===== src/rtl/tdm_demux_if.sv =====
// tdm_demux_if: bundles the TDM word stream into the demultiplexer and the
// lane outputs coming back from it.
//   in_valid     word/frame_start valid this cycle
//   in_data      slot word (W bits)
//   frame_start  marks slot 0, qualified by in_valid
//   out_data     N_CH lanes of W bits, lane k = out_data[k*W +: W]
//   out_valid    per-lane one-cycle update strobe
//   frame_done   one-cycle pulse when a full frame has been delivered
//   sync_err     one-cycle pulse on a frame-alignment error
// master = stream source / lane consumer, slave = the demultiplexer.
interface tdm_demux_if #(
    parameter int N_CH = 4,
    parameter int W    = 8
);
    logic                in_valid;
    logic [W-1:0]        in_data;
    logic                frame_start;
    logic [N_CH*W-1:0]   out_data;
    logic [N_CH-1:0]     out_valid;
    logic                frame_done;
    logic                sync_err;

    modport master (
        output in_valid, in_data, frame_start,
        input  out_data, out_valid, frame_done, sync_err
    );

    modport slave (
        input  in_valid, in_data, frame_start,
        output out_data, out_valid, frame_done, sync_err
    );
endinterface


===== src/rtl/tdm_demux.sv =====
// tdm_demux: receive end of the channel-multiplexing path. Splits a TDM word
// stream (one word per slot, N_CH slots per frame, slot 0 flagged by
// frame_start) into N_CH registered lanes with a per-lane update strobe,
// flags frame-alignment errors and resynchronises on them.
//   clk   rising-edge clock
//   rst   synchronous, active-high reset
//   bus   tdm_demux_if slave modport (stream in, lanes/strobes out)
module tdm_demux #(
    parameter int N_CH = 4,
    parameter int W    = 8
) (
    input  logic          clk,
    input  logic          rst,
    tdm_demux_if.slave    bus
);
    localparam int SW = (N_CH > 1) ? $clog2(N_CH) : 1;
    localparam logic [SW-1:0] LAST = SW'(N_CH - 1);

    typedef enum logic {IDLE, RUN} state_t;

    state_t          state, state_n;
    logic [SW-1:0]   slot, slot_n;

    logic            wr_en;
    logic [SW-1:0]   wr_lane;
    logic            done_n;
    logic            err_n;

    logic [N_CH*W-1:0] lane_q;
    logic [N_CH-1:0]   valid_q;
    logic              done_q;
    logic              err_q;

    // State register
    always_ff @(posedge clk) begin
        if (rst) begin
            state <= IDLE;
            slot  <= '0;
        end else begin
            state <= state_n;
            slot  <= slot_n;
        end
    end

    // Next-state logic; in_valid=0 is a stall and leaves everything as is.
    always_comb begin
        state_n = state;
        slot_n  = slot;
        if (bus.in_valid) begin
            case (state)
                IDLE: begin
                    if (bus.frame_start) begin
                        state_n = RUN;
                        slot_n  = SW'(1);
                    end
                end
                RUN: begin
                    if (bus.frame_start) begin
                        slot_n = SW'(1);
                    end else if (slot == '0) begin
                        // Expected a frame start and did not get one: lose lock.
                        state_n = IDLE;
                        slot_n  = '0;
                    end else if (slot == LAST) begin
                        slot_n = '0;
                    end else begin
                        slot_n = slot + SW'(1);
                    end
                end
                default: begin
                    state_n = IDLE;
                    slot_n  = '0;
                end
            endcase
        end
    end

    // Output decode: which lane this word lands in and which strobes fire.
    always_comb begin
        wr_en   = 1'b0;
        wr_lane = '0;
        done_n  = 1'b0;
        err_n   = 1'b0;
        if (bus.in_valid) begin
            case (state)
                IDLE: begin
                    wr_en = bus.frame_start;
                end
                RUN: begin
                    if (bus.frame_start) begin
                        wr_en = 1'b1;
                        err_n = (slot != '0);   // premature frame start
                    end else if (slot == '0) begin
                        err_n = 1'b1;           // missing frame start, word dropped
                    end else begin
                        wr_en   = 1'b1;
                        wr_lane = slot;
                        done_n  = (slot == LAST);
                    end
                end
                default: ;
            endcase
        end
    end

    // Registered lanes and strobes: one stage between accept and output.
    always_ff @(posedge clk) begin
        if (rst) begin
            lane_q  <= '0;
            valid_q <= '0;
            done_q  <= 1'b0;
            err_q   <= 1'b0;
        end else begin
            for (int unsigned k = 0; k < N_CH; k++) begin
                valid_q[k] <= wr_en && (wr_lane == SW'(k));
                if (wr_en && (wr_lane == SW'(k)))
                    lane_q[k*W +: W] <= bus.in_data;
            end
            done_q <= done_n;
            err_q  <= err_n;
        end
    end

    assign bus.out_data   = lane_q;
    assign bus.out_valid  = valid_q;
    assign bus.frame_done = done_q;
    assign bus.sync_err   = err_q;
endmodule


===== src/flat_wrapper.sv =====
// flat-port wrapper written by rule: the top's interface ports become plain ports
module tdm_demux_flat 
#(
    parameter int N_CH = 4,
    parameter int W    = 8
)
  (clk, rst, bus_in_valid, bus_in_data, bus_frame_start, bus_out_data, bus_out_valid, bus_frame_done, bus_sync_err);
  tdm_demux_if #(.N_CH(N_CH), .W(W)) bus_i ();
  input  logic clk;
  input  logic rst;
  input wire logic [$bits(bus_i.in_valid)-1:0] bus_in_valid;
  input wire logic [$bits(bus_i.in_data)-1:0] bus_in_data;
  input wire logic [$bits(bus_i.frame_start)-1:0] bus_frame_start;
  output wire logic [$bits(bus_i.out_data)-1:0] bus_out_data;
  output wire logic [$bits(bus_i.out_valid)-1:0] bus_out_valid;
  output wire logic [$bits(bus_i.frame_done)-1:0] bus_frame_done;
  output wire logic [$bits(bus_i.sync_err)-1:0] bus_sync_err;
  assign bus_i.in_valid = bus_in_valid;
  assign bus_i.in_data = bus_in_data;
  assign bus_i.frame_start = bus_frame_start;
  assign bus_out_data = bus_i.out_data;
  assign bus_out_valid = bus_i.out_valid;
  assign bus_frame_done = bus_i.frame_done;
  assign bus_sync_err = bus_i.sync_err;
  tdm_demux #(.N_CH(N_CH), .W(W)) u_core (.clk(clk), .rst(rst), .bus(bus_i));
endmodule

===== config.mk =====
export PLATFORM = sky130hd
export DESIGN_NAME = tdm_demux_flat
export DESIGN_NICKNAME = d
export VERILOG_FILES = /design/src/rtl/tdm_demux_if.sv /design/src/rtl/tdm_demux.sv /design/src/flat_wrapper.sv
export SDC_FILE = /design/constraint.sdc
export NUM_CORES = 1
export LEC_CHECK = 0
export ABC_AREA = 1
export ABC_CLOCK_PERIOD_IN_PS = 4640
export BUFFER_PORTS_ARGS = -buffer_cell sky130_fd_sc_hd__buf_4
export CAP_MARGIN = 10
export CORE_UTILIZATION = 55
export CTS_CLUSTER_SIZE = 25
export DETAILED_ROUTE_END_ITERATION = 10
export GPL_TIMING_DRIVEN = 0
export PLACE_DENSITY = 0.83
export SLEW_MARGIN = 25
export SYNTH_ARGS = -nofsm -noshare
export SYNTH_HDL_FRONTEND = slang
export SYNTH_SLANG_ARGS = --single-unit

===== constraint.sdc =====
create_clock -name clk -period 4.64 [get_ports clk]
set_input_delay 1.16 -clock clk [delete_from_list [all_inputs] [get_ports clk]]
set_output_delay 1.16 -clock clk [all_outputs]
set_load 0.01 [all_outputs]

==> insert_results.sql <==
INSERT INTO impl_metrics (metric_group, metric, value, unit) VALUES
('setup_path', 'setup.worst_path.class', 'primary input to flip-flop', ''),
('place', 'port-buffer-count', '48', ''),
('sta', 'slew_viol_final', '0', ''),
('routing', 'route.detailed.wl_per_inst', '12.0', 'um'),
('place', 'dpl_cell_area', '2220', 'um^2'),
('worst_hold_path', 'holdCritPathClass', 'flip-flop to flip-flop', ''),
('die', 'effective_utilization_at_floorplan', '58.5', '%'),
('synthesis', 'synth_cell_type_count', '22', ''),
('die', 'boundaryPins', '50', ''),
('clock_network', 'clock_tree.root_cell', 'sky130_fd_sc_hd__clkbuf_4', ''),
('synthesis', 'yosysTopAreaCell', 'sky130_fd_sc_hd__dfxtp_1', ''),
('routing', 'detail_route.first_pass.iterations', '4', ''),
('clock_network', 'h-tree-depth', '2', ''),
('grt', 'global_route_wire_length_before_repair', '6.48', 'mm'),
('setup_path', 'category_of_the_worst_setup_path_launch_point', 'primary input', ''),
('power', 'powerDensity', '316', 'nW/um^2'),
('sta', 'final.setup_skew', '4.96', 'ps'),
('sta', 'min_period', '2150', 'ps'),
('power', 'ir_drop', '0.000210', 'V'),
('final_layout', 'stdcell_area', '2320', 'um^2'),
('final_layout', 'areaGrowthSynthToFinish', '28.8', '%'),
('setup_path', 'timing.critical_path.slowest_cell_delay', '320', 'ps'),
('routing', 'vias', '1671', ''),
('routing', 'antenna_viol_nets_final', '0', ''),
('sta', 'layout_worst_path_cycle_share', '46.4', '%'),
('synthesis', 'syn_area', '1800', 'um^2'),
('clock_network', 'clk_lat_worst_skew', '350', 'ps'),
('setup_path', 'endpoint_kind', 'flip-flop', ''),
('clock_network', 'clock-sinks', '41', ''),
('final_layout', 'nNetsFinal', '308', ''),
('synthesis', 'post_synthesis_cell_count', '237', ''),
('clock_network', 'holdBufCountCts', '0', ''),
('clock_network', 'clk_path_buf_depth', '2', ''),
('worst_hold_path', 'min_delay_path_depth', '2', ''),
('synthesis', 'avg_synthesized_cell_area', '7.60', 'um^2'),
('die', 'design.die.area', '3510', 'um^2'),
('grt', 'antenna_found_initial', '0', ''),
('sta', 'relSlewSlack', '76.3', '%'),
('setup_path', 'crit_family', 'simple AND/OR/NAND/NOR gates', ''),
('synthesis', 'yosys.area.top_type_share', '45.6', '%'),
('setup_path', 'slowest_stage', 'sky130_fd_sc_hd__nor2_2', ''),
('synthesis', 'synth-seq-area-share', '45.6', '%'),
('setup_path', 'critPathRequiredTime', '4930', 'ps'),
('grt', 'grt.overflow.total', '0', ''),
('sta', 'setup_tns', '0', 'ps'),
('final_layout', 'num_antenna_cells', '0', ''),
('routing', 'drc_errors', '0', ''),
('setup_path', 'crit_cells', '8', ''),
('synthesis', 'synth_fp_nets', '253', ''),
('outcome', 'run_status', 'finished clean', ''),
('final_layout', 'post-route-util', '75.3', '%'),
('routing', 'routed_wl', '4.03', 'mm'),
('setup_path', 'largest_fanout_on_the_critical_path', '8', ''),
('clock_network', 'cts.repair_timing.setup_buffer_count', '0', ''),
('place', 'place.gp.congestion', '0.804', ''),
('die', 'rows', '20', ''),
('clock_network', 'cts_tree', 'yes', ''),
('sta', 'achievable-frequency', '465', 'MHz'),
('setup_path', 'timing.critical_path.arrival', '2440', 'ps'),
('final_layout', 'num-fill-cells', '257', ''),
('clock_network', 'cts_resized', '0', ''),
('grt', 'grt_util_all_layers', '25.2', '%'),
('setup_path', 'worstRegToRegCells', '8', ''),
('power', 'total_leakage_power', '0.00109', 'uW'),
('place', 'post-dp-hpwl', '2.94', 'mm'),
('die', 'chipWidth', '59.2', 'um'),
('synthesis', 'yosys_warnings', '0', ''),
('power', 'final_total_power', '733', 'uW'),
('clock_network', 'clk_pin_slew_worst_paths', '120', 'ps'),
('sta', 'finalHoldWorstSlack', '492', 'ps'),
('routing', 'vias_per_cell', '4.96', '');
-- Yosys cell counts --
library cell / instances
sky130_fd_sc_hd__or2_2: 1
sky130_fd_sc_hd__nand4_4: 1
sky130_fd_sc_hd__nand2_4: 2
sky130_fd_sc_hd__ha_1: 4
sky130_fd_sc_hd__nor4_1: 1
sky130_fd_sc_hd__inv_2: 3
sky130_fd_sc_hd__buf_2: 1
sky130_fd_sc_hd__clkbuf_1: 2
sky130_fd_sc_hd__a21oi_1: 12
sky130_fd_sc_hd__nor2_2: 2
sky130_fd_sc_hd__inv_1: 15
sky130_fd_sc_hd__nor2_1: 59
sky130_fd_sc_hd__nor3_1: 3
sky130_fd_sc_hd__nor2_4: 4
sky130_fd_sc_hd__buf_4: 1
sky130_fd_sc_hd__clkbuf_8: 2
sky130_fd_sc_hd__dfxtp_1: 41
sky130_fd_sc_hd__nor3b_1: 1
sky130_fd_sc_hd__nand2_1: 39
sky130_fd_sc_hd__buf_6: 5
sky130_fd_sc_hd__nand2_2: 3
sky130_fd_sc_hd__nand3_1: 35
-- per-stage QoR --
stage	setup slack (ps)	instances
final	2490	337
after global placement	2180	329
after floorplan	2430	237
after detailed placement	2170	329
after global routing	2380	337
after CTS	2470	337
-- registers in the layout, summed over array words and instances, names as in the netlist --
name and cells:
u_core.bus.frame_done 1, u_core.bus.out_valid 4, u_core.bus.out_data 32, u_core.state 1, u_core.slot 2, u_core.bus.sync_err 1
-- cell usage in the layout (no fill, tap or decap) --
cell type	count
sky130_fd_sc_hd__nor4_1	1
sky130_fd_sc_hd__nand2_4	2
sky130_fd_sc_hd__inv_2	3
sky130_fd_sc_hd__or2_2	1
sky130_fd_sc_hd__nand2_1	39
sky130_fd_sc_hd__nand4_4	1
sky130_fd_sc_hd__nor2_4	4
sky130_fd_sc_hd__nor2_1	59
sky130_fd_sc_hd__buf_6	5
sky130_fd_sc_hd__nor3b_1	1
sky130_fd_sc_hd__inv_1	15
sky130_fd_sc_hd__clkbuf_8	2
sky130_fd_sc_hd__bufinv_16	2
sky130_fd_sc_hd__nor2_2	2
sky130_fd_sc_hd__clkbuf_1	2
sky130_fd_sc_hd__clkbuf_4	5
sky130_fd_sc_hd__nand2_2	3
sky130_fd_sc_hd__nand3_1	35
sky130_fd_sc_hd__ha_1	4
sky130_fd_sc_hd__dfxtp_1	41
sky130_fd_sc_hd__buf_2	1
sky130_fd_sc_hd__nor3_1	3
sky130_fd_sc_hd__a21oi_1	12
sky130_fd_sc_hd__buf_4	49
sky130_fd_sc_hd__clkinv_2	1
-- final timing paths --
kind	from	to	slack (ps)
setup reg to reg	u_core.slot[0]	u_core.bus.out_data[10]	2710
hold reg to reg	u_core.bus.out_data[26]	u_core.bus.out_data[26]	490
setup / recovery	bus_frame_start	u_core.bus.out_data[10]	2490
hold / removal	u_core.bus.out_data[26]	u_core.bus.out_data[26]	490
-- metal layers --
| metal | up-vias | wire (um) | track usage [%] |
|---|---|---|---|
| met1 | 746 | 1790 | 34.4 |
| met2 | 62 | 1920 | 39.0 |
| li1 | 856 | - | - |
| met3 | 7 | 269 | 6.11 |
| met5 | - | 0 | 0 |
| met4 | 0 | 52 | 8.50 |
-- power by group --
| group | leakage, uW | switching (uW) | total [uW] | internal [uW] |
|---|---|---|---|---|
| Sequential | 0.000333 | 6.55 | 368 | 361 |
| Clock | 0.0000552 | 118 | 284 | 167 |
| Combinational | 0.000703 | 46.9 | 80.8 | 33.9 |
| Total | 0.00109 | 171 | 733 | 562 |
-- area by class of cell --
class | count | area, um^2 | share of cell area, %
Buffer | 11 | 104 | 4.48
Clock buffer | 5 | 37.5 | 1.62
Clock inverter | 3 | 65.1 | 2.81
Inverter | 18 | 67.6 | 2.91
Multi-Input combinational cell | 167 | 808 | 34.9
Sequential cell | 41 | 821 | 35.4
Tap cell | 44 | 55.1 | 2.37
Timing Repair Buffer | 48 | 360 | 15.5
-- tightest hold or removal path, stage by stage, from the launching register on --
cell and delay, ps:
sky130_fd_sc_hd__dfxtp_1 330, sky130_fd_sc_hd__nor2_1 90, sky130_fd_sc_hd__nor2_1 50
-- logic make-up (layout without fill, tap and decap cells) --
kind of cell | count (synthesis) | in the layout | synth area share, %
adder cells (fa/ha/maj) | 4 | 4 | 2.78
flip-flops | 41 | 41 | 45.6
AO/OA/AOI/OAI | 12 | 12 | 3.34
AND/OR/NAND/NOR | 151 | 151 | 38.8
buffers and inverters | 29 | 85 | 9.52
(Power assumes the default switching activity.)
